===== src/rtl/tpu_command_feeder.sv =====
// Parses host UART bytes into 48-bit TPU commands, queues them, and dispatches them over execute/busy.
// Latency: a completed command into an empty queue with an idle TPU raises execute 2 cycles after its push.
// Backpressure: none toward the UART; a completed command that finds the FIFO full is dropped with an overflow pulse.

`ifndef TPU_CLEARSCREEN
`define TPU_CLEARSCREEN 8'h01
`endif
`ifndef TPU_PRINT
`define TPU_PRINT 8'h02
`endif
`ifndef TPU_LOCATE
`define TPU_LOCATE 8'h03
`endif
`ifndef TPU_SETATTR
`define TPU_SETATTR 8'h04
`endif
`ifndef TPU_SETMASK
`define TPU_SETMASK 8'h05
`endif

module tpu_command_feeder #(
    parameter int FIFO_DEPTH   = 4,
    parameter int BYTE_TIMEOUT = 1000000
) (
    input  logic                          clk,
    input  logic                          reset,
    input  logic                          rx_valid,
    input  logic [7:0]                    rx_data,
    input  logic                          tpu_busy,
    output logic                          execute,
    output logic [47:0]                   command,
    output logic [$clog2(FIFO_DEPTH):0]   fifo_level,
    output logic                          overflow,
    output logic                          bad_opcode
);

    localparam int AW = $clog2(FIFO_DEPTH);
    localparam int LW = AW + 1;
    localparam int TW = $clog2(BYTE_TIMEOUT + 1);
    localparam logic [TW-1:0] TLAST = TW'(BYTE_TIMEOUT - 1);
    localparam logic [LW-1:0] LFULL = LW'(FIFO_DEPTH);

    localparam logic P_OPCODE = 1'b0;
    localparam logic P_ARGS   = 1'b1;

    localparam logic [1:0] D_IDLE      = 2'd0;
    localparam logic [1:0] D_ISSUE     = 2'd1;
    localparam logic [1:0] D_GUARD     = 2'd2;
    localparam logic [1:0] D_WAIT_DONE = 2'd3;

    logic          pstate;
    logic [1:0]    rem;
    logic [1:0]    idx;
    logic [31:0]   word_q;
    logic [TW-1:0] timer;

    logic          op_known;
    logic [1:0]    op_nargs;
    logic [31:0]   next_word;
    logic          push;
    logic [47:0]   push_word;

    logic [47:0]   mem [FIFO_DEPTH];
    logic [AW-1:0] wr_ptr;
    logic [AW-1:0] rd_ptr;
    logic [LW-1:0] count;
    logic          full;
    logic          pop;
    logic          push_ok;

    logic [1:0]    dstate;

    // Decode the incoming byte as an opcode and report its argument count.
    always_comb begin
        op_known = 1'b1;
        op_nargs = 2'd0;
        case (rx_data)
            `TPU_CLEARSCREEN: op_nargs = 2'd0;
            `TPU_PRINT:       op_nargs = 2'd1;
            `TPU_LOCATE:      op_nargs = 2'd2;
            `TPU_SETATTR:     op_nargs = 2'd2;
            `TPU_SETMASK:     op_nargs = 2'd3;
            default:          op_known = 1'b0;
        endcase
    end

    // Form the completed command word when the final byte of a command arrives.
    always_comb begin
        next_word = word_q | (32'(rx_data) << {idx, 3'b000});
        push      = 1'b0;
        push_word = '0;
        if (pstate == P_OPCODE && rx_valid && op_known && op_nargs == 2'd0) begin
            push      = 1'b1;
            push_word = {40'h0, rx_data};
        end else if (pstate == P_ARGS && rx_valid && rem == 2'd1) begin
            push      = 1'b1;
            push_word = {16'h0, next_word};
        end
    end

    assign full    = (count == LFULL);
    assign pop     = (dstate == D_IDLE) && (count != '0) && !tpu_busy;
    assign push_ok = push && (!full || pop);

    // Parser: collect argument bytes, abandon a stalled command, flag bad opcodes and drops.
    always_ff @(posedge clk) begin
        if (reset) begin
            pstate     <= P_OPCODE;
            rem        <= 2'd0;
            idx        <= 2'd0;
            word_q     <= '0;
            timer      <= '0;
            overflow   <= 1'b0;
            bad_opcode <= 1'b0;
        end else begin
            overflow   <= push && !push_ok;
            bad_opcode <= (pstate == P_OPCODE) && rx_valid && !op_known;
            case (pstate)
                P_OPCODE: begin
                    if (rx_valid && op_known && op_nargs != 2'd0) begin
                        pstate <= P_ARGS;
                        rem    <= op_nargs;
                        idx    <= 2'd1;
                        word_q <= {24'h0, rx_data};
                        timer  <= '0;
                    end
                end
                default: begin
                    if (rx_valid) begin
                        timer <= '0;
                        if (rem == 2'd1) begin
                            pstate <= P_OPCODE;
                        end else begin
                            rem    <= rem - 2'd1;
                            idx    <= idx + 2'd1;
                            word_q <= next_word;
                        end
                    end else if (timer == TLAST) begin
                        pstate <= P_OPCODE;
                    end else begin
                        timer <= timer + 1'b1;
                    end
                end
            endcase
        end
    end

    // FIFO storage; contents need no reset because the pointers define validity.
    always_ff @(posedge clk) begin
        if (push_ok) begin
            mem[wr_ptr] <= push_word;
        end
    end

    // FIFO pointers and occupancy; simultaneous push and pop leave the level unchanged.
    always_ff @(posedge clk) begin
        if (reset) begin
            wr_ptr <= '0;
            rd_ptr <= '0;
            count  <= '0;
        end else begin
            if (push_ok) wr_ptr <= wr_ptr + 1'b1;
            if (pop)     rd_ptr <= rd_ptr + 1'b1;
            if (push_ok && !pop)      count <= count + 1'b1;
            else if (pop && !push_ok) count <= count - 1'b1;
        end
    end

    // Dispatcher: load the head word, strobe execute once, then hold the word until busy drops.
    always_ff @(posedge clk) begin
        if (reset) begin
            dstate  <= D_IDLE;
            command <= '0;
        end else begin
            case (dstate)
                D_IDLE: begin
                    if (pop) begin
                        command <= mem[rd_ptr];
                        dstate  <= D_ISSUE;
                    end
                end
                D_ISSUE: dstate <= D_GUARD;
                D_GUARD: dstate <= D_WAIT_DONE;
                default: if (!tpu_busy) dstate <= D_IDLE;
            endcase
        end
    end

    assign execute    = (dstate == D_ISSUE);
    assign fifo_level = count;

endmodule

===== config.mk =====
export PLATFORM = sky130hd
export DESIGN_NAME = tpu_command_feeder
export DESIGN_NICKNAME = d
export VERILOG_FILES = /design/src/rtl/tpu_command_feeder.sv
export SDC_FILE = /design/constraint.sdc
export NUM_CORES = 1
export LEC_CHECK = 0
export BUFFER_PORTS_ARGS = -buffer_cell sky130_fd_sc_hd__buf_2
export CORE_UTILIZATION = 36
export DETAILED_ROUTE_END_ITERATION = 10
export PLACE_DENSITY = 0.58
export SYNTH_ARGS = -nofsm -noshare
export SYNTH_HDL_FRONTEND = slang
export SYNTH_SLANG_ARGS = --single-unit

===== constraint.sdc =====
create_clock -name clk -period 3.6 [get_ports clk]
set_input_delay 0.72 -clock clk [delete_from_list [all_inputs] [get_ports clk]]
set_output_delay 0.72 -clock clk [all_outputs]
set_load 0.01 [all_outputs]

; ---- Word level (Yosys, flattened, before mapping)
; Memories as Yosys holds them, arrays and structs flattened. A register that Yosys moved wholly into a read port is not among the register bits.
; Cells that the tools add are included.
[classes]
n_addsub = 7
eq_ne = 15
n_shift = 1
muxes = 34
bitwise = 2
n_reduce_logical = 32
[op_table]
columns = op, count
row1 = 2-to-1 mux 32 bit, 6
row2 = 2-to-1 mux 20 bit, 4
row3 = bitwise OR 32 bit, 1
row4 = << shifter 8 x 5 -> 32 bit, 1
row5 = adder 20 x 1 -> 20 bit (second input constant), 1
row6 = == test 20 bit (second input constant), 1
row7 = 2-to-1 mux 2 bit, 10
row8 = == test 8 x 2 -> 1 bit (second input constant), 2
row9 = == test 8 x 3 -> 1 bit (second input constant), 2
row10 = logical AND 1 bit, 14
row11 = case mux 2 bit (3 select lines), 2
row12 = 2-to-1 mux 1 bit, 10
row13 = == test 8 x 1 -> 1 bit (second input constant), 1
row14 = adder 2 x 1 -> 2 bit (second input constant), 3
row15 = 2-to-1 mux 3 bit, 2
row16 = != test 2 bit (second input constant), 3
row17 = AND reduction 2 bit, 3
row18 = nonzero test 2 bit, 3
row19 = zero test 1 bit, 5
row20 = OR reduction 5 bit, 1
row21 = == test 2 x 1 -> 1 bit (second input constant), 2
row22 = zero test 2 bit, 2
row23 = != test 4 x 1 -> 1 bit (second input constant), 1
row24 = adder 3 x 1 -> 3 bit (second input constant), 1
row25 = other kinds (10), 10
[totals]
regBits = 116
ram_bits = 128
output_inout_bits = 54
wordCells = 104
memories = 1
[memory_table]
columns = name, depth, width, rd, rd_ports_with_merged_regs, wr, line_no
row1 = mem, 4, 32, 1, 1, 1, 63  ; logic [47:0] mem [FIFO_DEPTH];

; ---- Longest topological paths before layout
; Gate-level depths: netlist (run 1).
[logic_depth]
ltp_word = 11
ltp_mapped = 12
depth_no_buf = 11

; ---- Worst setup path after synthesis (run 1)
; OpenSTA, ideal clock, no wires.
[synth_timing]
path_kind = input to register
start = input rx_data[3]
end = register count[2], in the netlist fifo_level[2]
t_arrival_ps = 2994
setup_slack_ps = 536
stages = 10
n_path_buf = 1
cell_sequence = buf_6 > or3_4 > nor4_1 > o21a_2 > ha_1 > inv_1 > fa_1 > xor2_1 > or3_1 > a21oi_1
[synth_via]
elab_chain_len = 10
elab_cells_between_ends = 19
cone_classes = eq/ne (5) / mux (4) / reduce/logical (10)
[synth_rtl]
columns = element, line_no
row1 = from (decl), 28  ; input logic [7:0] rx_data,
row2 = == test 8 x 3 -> 1 bit (tied with other cells), 77  ; case (rx_data)
row3 = OR reduction 2 bit (no source line) or OR reduction 5 bit (tied branches), n/a
row4 = case mux 2 bit (3 select lines) or 2-to-1 mux 1 bit (tied branches), 77
row5 = zero test 2 bit or logical AND 1 bit (tied branches), 92  ; if (pstate == P_OPCODE && rx_valid && op_known && op_nargs == 2'd0) begin
row6 = logical AND 1 bit (*), 92
row7 = 2-to-1 mux 1 bit (*), 92
row8 = logical AND 1 bit (*), 103  ; assign push_ok = push && (!full || pop);
row9 = net push_ok, 69  ; logic push_ok;
row10 = zero test 1 bit, 165  ; else if (pop && !push_ok) count <= count - 1'b1;
row11 = logical AND 1 bit, 165
row12 = nonzero test 2 bit (no source line), n/a
row13 = to (signal assigned), 164  ; if (push_ok && !pop) count <= count + 1'b1;
row14 = to (signal assigned), 165
row15 = to (decl), 66  ; logic [LW-1:0] count;
; Mark *: on every way through the listed nets, which the timed path passes. The rest lies on a longest branch.
; A chain may end at the register's enable or synchronous reset.

; ---- Worst setup path after layout (run 1)
[layout_timing]
start = input rx_data[0]
end = register count[2], in the netlist fifo_level[2]
; Same word-level chain as after synthesis.

==> results by stage, run 1 <==
Run status:
- The flow ran to the end, and the final reports show no timing, DRC or antenna violations.

STA:
- Setup repair after global routing left no endpoint under its margin.
- The worst setup slack after layout is 0.863 ns.
- Adding up every negative setup slack in the final design gives 0 ns.
- The total count of max-transition violations in the final report is 0.
- For this run, the top clock speed supported by timing is 0.365 GHz.
- Of the available clock period, the critical path in the final layout requires 0.760.
- The final hold violation count came to 0.
- Measured against its own limit, the worst slew margin works out to 0.484.
- Counting I/O delays and the setup requirement, the final critical path takes 2.74 ns.
- Setup violations remaining at the end of the flow were counted as 0.
- On the final layout, the worst hold slack is 0.450 ns.
- On the final layout, the worst clock skew is 0.0175 ns.
- The measured slew at the worst slew-check pin is 0.772 ns.

Synthesis:
- Of the total synthesized cell area, the portion taken by full adders, half adders and majority gates is 0.0169.
- The number of library cell types mapped by synthesis is 58.
- The number of instances in the synthesized netlist is 751.
- The xor/xnor share of the synthesized area is 0.0178.
- The area fraction in compound gates after synthesis was 0.0878.
- For this run, the register share of the synthesized area comes to 0.628.
- Averaged over all synthesized cells, the footprint is 12.4 sq um.
- The simple logic cell fraction of the synthesized area is 0.120.
- For this run, the leading register cell type out of synthesis is sky130_fd_sc_hd__edfxtp_1.
- The number of enable flip-flop cells after synthesis is 128.
- The flop and latch count out of synthesis is 228.
- The synthesized netlist occupies a cell area of 9300 sq um.
- After synthesis, the share of cell area in mux cells is 0.0839.
- Of all flip-flops after synthesis, the portion carrying an async set or reset was 0.
- The combinational family with the most area after synthesis is simple AND/OR/NAND/NOR gates.
- The Yosys step of the flow raised 0 warnings.

GRT:
- The global-route usage over all layers is 0.154.
- The met2 layer usage reported by global route is 0.240.
- The pin count of the biggest net entering global routing is 41.
- The total overflow reported by the global router is 0.
- In the global route stage, met3 resource usage came out at 0.0265.
- In the global route stage, met1 resource usage came out at 0.221.
- The number of antenna violations at the first check in global routing is 0.
- The first global-routing pass estimated 31.8 mm of wire.
- The number of global-route vias before repair is 5659.
- The layer flagged by global routing as most heavily used is met2.

Floorplanning:
- The I/O pin total is 66.
- The starting density of the core is 0.368.
- The floorplan die width is 163 um.
- The standard cell core area is 25300 sq um.
- The die outline area is 26500 sq um.
- In this run the vertical extent of the chip is 163 um.
- The number of core rows is 58.

Final layout:
- The area overhead of the layout relative to synthesis is 14.3%.
- The final core utilization is 0.421.
- The total number of nets in the final design is 813.
- Fill cells in the final layout number 2376.
- In the layout the commonest cells are 128 x sky130_fd_sc_hd__edfxtp_1, 99 x sky130_fd_sc_hd__dfxtp_1, 85 x sky130_fd_sc_hd__nor2_1.
- The antenna cell count is 0.
- The leading cell type in the layout, fill and taps excluded is sky130_fd_sc_hd__edfxtp_1.
- In the final layout, the share of cells above drive strength 1 is 0.186.

Worst hold path:
- The worst hold path belongs to the class flip-flop to flip-flop.
- In this run the most critical hold path is launched from command[24].

Power:
- The total power is 6550 uW.
- The peak supply drop is 434 uV.
- Cell internal power was estimated by the tool at 4820 uW.
- The proportion of total power due to net switching is 0.264.
- The share of total power dissipated in combinational logic is 0.151.
- The part of the total power dissipated in the clock network is 0.386.
- The ratio of total power to cell area is 616 nW/um^2.
- The net switching power figure is 1730 uW.
- The proportion of power drawn by flip-flops and latches is 0.463.
- The reported leakage power is 0.00343 uW.

Worst setup path:
- The launching element of the worst setup path is rx_data[0].
- In this run the critical register-to-register path is launched from pstate.
- The slowest stage of the critical path belongs to the cell sky130_fd_sc_hd__or3b_2.
- STA classifies the critical path endpoint as a flip-flop.
- Traced cell by cell, the critical path runs through buf_2, or3b_2, nor4_1, buf_4, o21a_2, ha_1, inv_1, fa_1, xor2_1, or3_1, a21oi_1.
- The worst endpoint required time is 4.05 ns.
- Counting both buffers and inverters, the worst setup path holds a total of 3.
- For this run, the slowest stage of the critical path takes 0.48 ns.
- STA puts the critical path data arrival time at 3.19 ns.
- The kind of cell with the highest combined delay along the critical path is simple AND/OR/NAND/NOR gates.
- The critical path is of the input port to flip-flop type.
- The kind of start point of the critical path is an input port.
- In this run the worst path has a maximum fanout of 13.

Clock network:
- The number of clock buffers added by TritonCTS is 25.
- The clock tree root buffer cell is sky130_fd_sc_hd__clkbuf_16.
- In this run the post-CTS setup repair buffer count came out at 0.
- In this run the number of H-tree levels came out at 1.
- The total of hold buffers inserted after clock tree synthesis is 0.
- The number of gates resized after CTS was 0.
- The clock transition at the registers of the reported paths is 0.06 ns.
- The longest clock path from root to sink contains 3 buffers.
- The number of sinks handled by clock tree synthesis is 228.
- Clock latency on the worst-skew pair, taken at its later pin, is 0.53 ns.
- The clock tree from TritonCTS is done.

Drt:
- After detailed routing, the number of remaining DRC violations is 0.
- After detailed routing, the average wire length per cell comes to 17.3 um.
- The mean number of vias per cell is 5.05.
- The final routed wirelength across all metal layers is 19.7 mm.
- The total vias in the final route is 5746.
- The antenna violation net count after detailed routing is 0.
- The detailed-routing iteration count for the pre-antenna-repair pass is 5.
- The violation count after the first detailed-routing iteration is 451.

Place:
- At the end of routability-driven placement, the weighted congestion stood at 0.774.
- In this run the tool buffered the top-level ports with 49 buffer cells.
- The worst slack at placement is 0.341 ns.
- After legalization and detailed placement, the total HPWL measured 12.7 mm.

Job:
- Across the run, the number of max-cap violations was 0.
==> kinds of logic after synthesis <==
family	count (synthesis)
xor+xnor	18
simple gates	241
flops	228
buf+inv	80
compound gates	133
mux	38
fa+ha+maj	12
other cells	1
==> final cells by class <==
| type | count | area (sq um) | area share |
|---|---|---|---|
| well taps | 330 | 413 | 0.0388 |
| clock buffers | 37 | 714 | 0.0672 |
| repair buffers | 65 | 415 | 0.0391 |
| clock inverters | 9 | 104 | 0.00977 |
| inverters | 11 | 41.3 | 0.00388 |
| flip-flops and latches | 228 | 5850 | 0.550 |
| multi-input cells | 458 | 3100 | 0.291 |
==> power groups by stage <==
stage | registers (uW) | logic [uW] | clock network, uW
CTS | 3040 | 1020 | 2580
global route | 3060 | 1130 | 2680
detailed placement | 3100 | 1020 | 0
global placement | 3090 | 1010 | 0
floorplan | 3140 | 609 | 0
finish | 3030 | 988 | 2530
==> cell usage after synthesis (3+ instances only) <==
master	instances	area, sq um
sky130_fd_sc_hd__nand4_1	3	18.8
sky130_fd_sc_hd__dfxtp_1	100	2000
sky130_fd_sc_hd__buf_4	22	165
sky130_fd_sc_hd__mux2i_1	6	60.1
sky130_fd_sc_hd__mux4_2	32	721
sky130_fd_sc_hd__nor3_1	9	45.0
sky130_fd_sc_hd__inv_1	10	37.5
sky130_fd_sc_hd__buf_1	4	15.0
sky130_fd_sc_hd__nand3_1	10	50.1
sky130_fd_sc_hd__nand2b_1	3	18.8
sky130_fd_sc_hd__xnor2_1	12	105
sky130_fd_sc_hd__a211oi_1	3	22.5
sky130_fd_sc_hd__edfxtp_1	128	3840
sky130_fd_sc_hd__buf_6	3	33.8
sky130_fd_sc_hd__a22o_1	8	70.1
sky130_fd_sc_hd__a31oi_1	24	150
sky130_fd_sc_hd__and2_1	8	50.1
sky130_fd_sc_hd__nor2_1	86	323
sky130_fd_sc_hd__nor2b_1	3	18.8
sky130_fd_sc_hd__and3_1	4	25.0
sky130_fd_sc_hd__clkbuf_1	28	105
sky130_fd_sc_hd__buf_2	12	60.1
sky130_fd_sc_hd__or3_1	9	56.3
sky130_fd_sc_hd__xor2_1	5	43.8
sky130_fd_sc_hd__nor4b_1	3	26.3
sky130_fd_sc_hd__nand2_1	81	304
sky130_fd_sc_hd__ha_1	11	138
sky130_fd_sc_hd__o21ai_0	8	40.0
sky130_fd_sc_hd__a21oi_1	76	380
sky130_fd_sc_hd__nor4_1	6	37.5
==> per-layer routing <==
metal	share of wire	wire, um	vias up
met5	0	0	-
met4	0.017	339	0
met3	0.059	1170	34
met2	0.45	8820	152
met1	0.48	9400	2796
li1	-	-	2764
==> worst reg2reg max path: stages, from the launching register on <==
cell and delay, ns:
sky130_fd_sc_hd__dfxtp_1 0.44, sky130_fd_sc_hd__nand2b_1 0.28, sky130_fd_sc_hd__nor4_1 0.27, sky130_fd_sc_hd__buf_4 0.17
sky130_fd_sc_hd__o21a_2 0.19, sky130_fd_sc_hd__ha_1 0.20, sky130_fd_sc_hd__inv_1 0.06, sky130_fd_sc_hd__fa_1 0.37
sky130_fd_sc_hd__xor2_1 0.15, sky130_fd_sc_hd__or3_1 0.30, sky130_fd_sc_hd__a21oi_1 0.13
==> worst paths after layout <==
check / to / cells after the start / slack, ns
max reg2reg: fifo_level[2] / 10 / 0.97
min reg2reg: command[24] / 2 / 0.45
min: command[24] / 2 / 0.45
max: fifo_level[2] / 11 / 0.86
==> metrics by stage <==
step	instance area, sq um	std cells
floorplan	9360	766
global placement	9810	1092
detailed placement	9810	1092
CTS	10600	1138
global route	10600	1138
finish	10600	1138
==> registers in the layout, summed over array words and instances, names as in the netlist, 2 cells and up <==
name        count
word_q         32
wr_ptr          2
fifo_level      3
command        32
idx             2
timer          20
dstate          2
rem             2
rd_ptr          2
mem           128
No activity file was read; power rests on OpenSTA's default activity.
==> run 2, diff against run 1 <==
--- a/config.mk
+++ b/config.mk
@@ -5,6 +5,7 @@
 export SDC_FILE = /design/constraint.sdc
 export NUM_CORES = 1
 export LEC_CHECK = 0
+export ABC_AREA = 1
 export BUFFER_PORTS_ARGS = -buffer_cell sky130_fd_sc_hd__buf_2
 export CORE_UTILIZATION = 36
 export DETAILED_ROUTE_END_ITERATION = 10
==> constraint.sdc (replaced) <==
create_clock -name clk -period 2.6 [get_ports clk]
set_input_delay 0.52 -clock clk [delete_from_list [all_inputs] [get_ports clk]]
set_output_delay 0.52 -clock clk [all_outputs]
set_load 0.01 [all_outputs]
==> results by stage, run 2 <==
Run status:
- The run finished with clean final reports.

Worst setup path:
- The cell type with the highest occurrence count on the critical path is sky130_fd_sc_hd__nand2_1.
- In this run the worst path has a maximum fanout of 2.
- The delay of the slowest critical-path stage is 0.37 ns.
- STA puts the critical path data arrival time at 2.61 ns.
- The worst setup slack for register-to-register paths is 0.41 ns.
- The worst setup path is of the input port to flip-flop kind.
- On the critical path the largest part of the delay comes from simple AND/OR/NAND/NOR gates.
- The master of the slowest instance on the critical path is sky130_fd_sc_hd__fa_1.
- Together, buffers and inverters on the worst path number 4.
- The kind of start point of the critical path is an input port.
- The worst flop-to-flop path startpoint is dstate[0].
- STA classifies the critical path endpoint as a flip-flop.
- The critical path starts at rx_data[6].
- The worst endpoint required time is 3.01 ns.
- Traced cell by cell, the critical path runs through buf_2, nor2_2, nand2_1, nor3b_1, buf_4, nand2_1, nand2_1, nand2_1, inv_1, ha_1, inv_1, fa_1, a21oi_1, o21ai_0, o21ai_0, a21oi_1.

Synthesis:
- The number of enable flip-flop cells after synthesis is 128.
- In this run, distinct cell masters in the synthesized netlist total 41.
- In the synthesized netlist the async set-or-reset flop fraction comes to 0.
- For this run, the number of Yosys warnings is 0.
- Yosys attributes the largest share of cell area to sky130_fd_sc_hd__edfxtp_1 38%, sky130_fd_sc_hd__dfxtp_1 20%, sky130_fd_sc_hd__nor2_1 7.3%.
- The mean instance size in the synthesized netlist is 9.16 sq um.
- The top cell type by total area after synthesis is sky130_fd_sc_hd__edfxtp_1.
- The fraction of post-synthesis cell area in the top cell type by area is 0.385.
- The synthesized design contains 228 register bits.
- After synthesis, the most frequently instantiated cells are 194 x sky130_fd_sc_hd__nor2_1, 128 x sky130_fd_sc_hd__edfxtp_1, 119 x sky130_fd_sc_hd__nand2_1.
- The share of the yosys chip area belonging to registers is 0.585.
- The leading register cell type out of synthesis is sky130_fd_sc_hd__edfxtp_1.
- The cell count after synthesis came out at 1091.
- After synthesis the cells add up to 9990 sq um.
- The most repeated cell in the gate-level netlist after synthesis is sky130_fd_sc_hd__nor2_1.

Clock network:
- The maximum number of buffers from clock root to sink is 3.
- The clock insertion delay at the later pin of the skew report is 0.53 ns.
- The count of H-tree levels built during CTS is 1.
- The total of hold buffers inserted after clock tree synthesis is 0.
- The clock tree root buffer cell is sky130_fd_sc_hd__clkbuf_16.
- In this run, post-CTS repair resized a total of 0 instances.
- TritonCTS built the clock tree.
- The post-CTS setup-driven buffer insertion count is 0.
- The number of sinks handled by clock tree synthesis is 228.
- The number of clock buffers inserted by TritonCTS is 25.
- After clock tree synthesis, the clock-pin slew on the worst setup and hold paths is 0.06 ns.

Final layout:
- The area growth from synthesis to layout is 15.6%.
- For this run, the share of the core covered by cells in the final layout is 0.426.
- The total number of nets in the final design is 1169.
- The fraction of layout cells with a size suffix above 1 is 0.145.
- Summing all multi-input logic gate instances after layout gives 3490 sq um.
- The repair_antennas step left the layout with diodes totalling 0.
- The count of filler cells inserted in the layout is 2603.
- Summing all non-filler instances in the final layout gives an area of 11600 sq um.
- In the final layout, the registers with the most flip-flops are mem x128, command x32, word_q x32.
- The leading cell type in the layout, fill and taps excluded is sky130_fd_sc_hd__nor2_1.
- The register name with the most flops is mem.
- The number of flip-flops in the largest register is 128.
- The library cells used most frequently in the layout, excluding fill and tap cells, are 190 x sky130_fd_sc_hd__nor2_1, 128 x sky130_fd_sc_hd__edfxtp_1, 119 x sky130_fd_sc_hd__nand2_1.
- Registers take 5850 sq um.

Floorplanning:
- 66 I/O pins were placed.
- The initial utilization of the core area, before any placement, comes to 0.369.
- The floorplan step defined a die boundary enclosing 28400 sq um.
- In this run the core area contains 60 standard-cell rows.
- Measured along the x axis, the die boundary spans 169 um.
- The vertical extent of the die is 169 um.
- The standard cell core area is 27100 sq um.

GRT:
- The global-route usage over all layers is 0.163.
- After global routing the overflow that remains totals 0.
- The number of antenna violations at the first check in global routing is 0.
- Entering global routing, the biggest net connects 66 pins.
- The first global-routing pass estimated 37.1 mm of wire.
- The number of global-route vias before repair is 7044.

Drt:
- The routed wire length per instance is 15.0 um.
- For this block, the initial DRC count from the detailed router was 384.
- The routed layout has 7581 vias.
- For this run, design rule violations remaining after detail routing come to 0.
- Using the TritonRoute via totals, the vias-per-cell ratio works out to 4.94.
- The first TritonRoute pass finished after 5 iterations.
- Once detail routing completed, the nets flagged for antenna violations numbered 0.
- The final routed wirelength across all metal layers is 23.1 mm.

STA:
- The highest attainable clock frequency is 0.456 GHz.
- The total count of max-transition violations in the final report came to 0.
- The minimum period implied by the final worst setup slack is 2.19 ns.
- The final hold slack is 0.402 ns.
- The final period utilization is 0.844.
- For the final database, setup skew stands at 0.0169 ns.
- After routing, the total negative slack on setup checks comes to 0 ns.
- Setup repair after global routing left no endpoint under its margin.
- The final setup violation count is 0.
- The final hold violation count is 0.
- The relative slew slack is 0.555.
- For the pin with the worst max-slew slack, the measured transition is 0.668 ns.

Power:
- VDD sags by at most 445 uV.
- The total power is 9100 uW.
- Summed over all cells, the static leakage comes to 0.00432 uW.
- The ratio of total power to cell area is 788 nW/um^2.

Place:
- The detailed placer's ending HPWL is 14.4 mm.
- Buffers placed on the I/O ports in this run total 49.
- The standard cell area after detailed placement is 10800 sq um.
- The routability congestion estimate is 0.790.

Worst hold path:
- The start point of the worst hold path is rx_valid.
- The tightest min-delay check is of the input port to flip-flop type.

Job:
- Max-cap violations in this run came to 0.
## run 2: where the power goes
| part | switching, uW | leakage (uW) | internal, uW |
|---|---|---|---|
| Combinational | 959 | 0.00181 | 547 |
| Clock | 1410 | 0.000395 | 2000 |
| Sequential | 173 | 0.00211 | 4010 |
| Total | 2540 | 0.00432 | 6560 |
## run 2: worst reg2reg max path: cells and delay by family, from the launching register on
kind	cells	cell delay [ns]
AND/OR/NAND/NOR	3	0.32
AO/OA/AOI/OAI	4	0.49
adder cells (fa/ha/maj)	3	0.72
flip-flops	1	0.32
buffers and inverters	3	0.23
## run 2: cells by family (layout without fill, tap and decap cells)
| logic type | count (synthesis) | count (layout) | synth area share |
|---|---|---|---|
| flip-flops | 228 | 228 | 0.585 |
| other | 1 | 16 | 0.000375 |
| adder cells (fa/ha/maj) | 12 | 12 | 0.0158 |
| buffers and inverters | 162 | 220 | 0.0725 |
| XOR/XNOR | 5 | 5 | 0.00438 |
| AO/OA/AOI/OAI | 247 | 247 | 0.131 |
| AND/OR/NAND/NOR | 436 | 436 | 0.191 |
## run 2: per-layer routing
metal	vias up	track usage	part of all wire
met5	-	0	0
met4	0	0.0352	0.016
met3	32	0.0278	0.052
met2	180	0.272	0.46
met1	3577	0.223	0.47
li1	3792	-	-
## run 2: layout make-up
type                       instances  area share
clock inverter                    11     0.00856
multi-input combinational        716       0.302
timing repair buffer              92      0.0557
tap                              372      0.0403
sequential                       228       0.506
inverter                          82      0.0266
clock buffer                      35      0.0609
## run 2: stage by stage
stage                     setup slack, ns  instances
after floorplan                    -0.509       1106
final                               0.405       1536
after global placement            -0.0978       1490
after detailed placement           -0.137       1490
after global routing                0.121       1536
after CTS                           0.399       1536
## run 2: worst paths after layout
kind | to | cells after the start
max | fifo_level[2] | 16
min | bad_opcode | 5
max reg2reg | fifo_level[2] | 13
min reg2reg | word_q[5] | 2
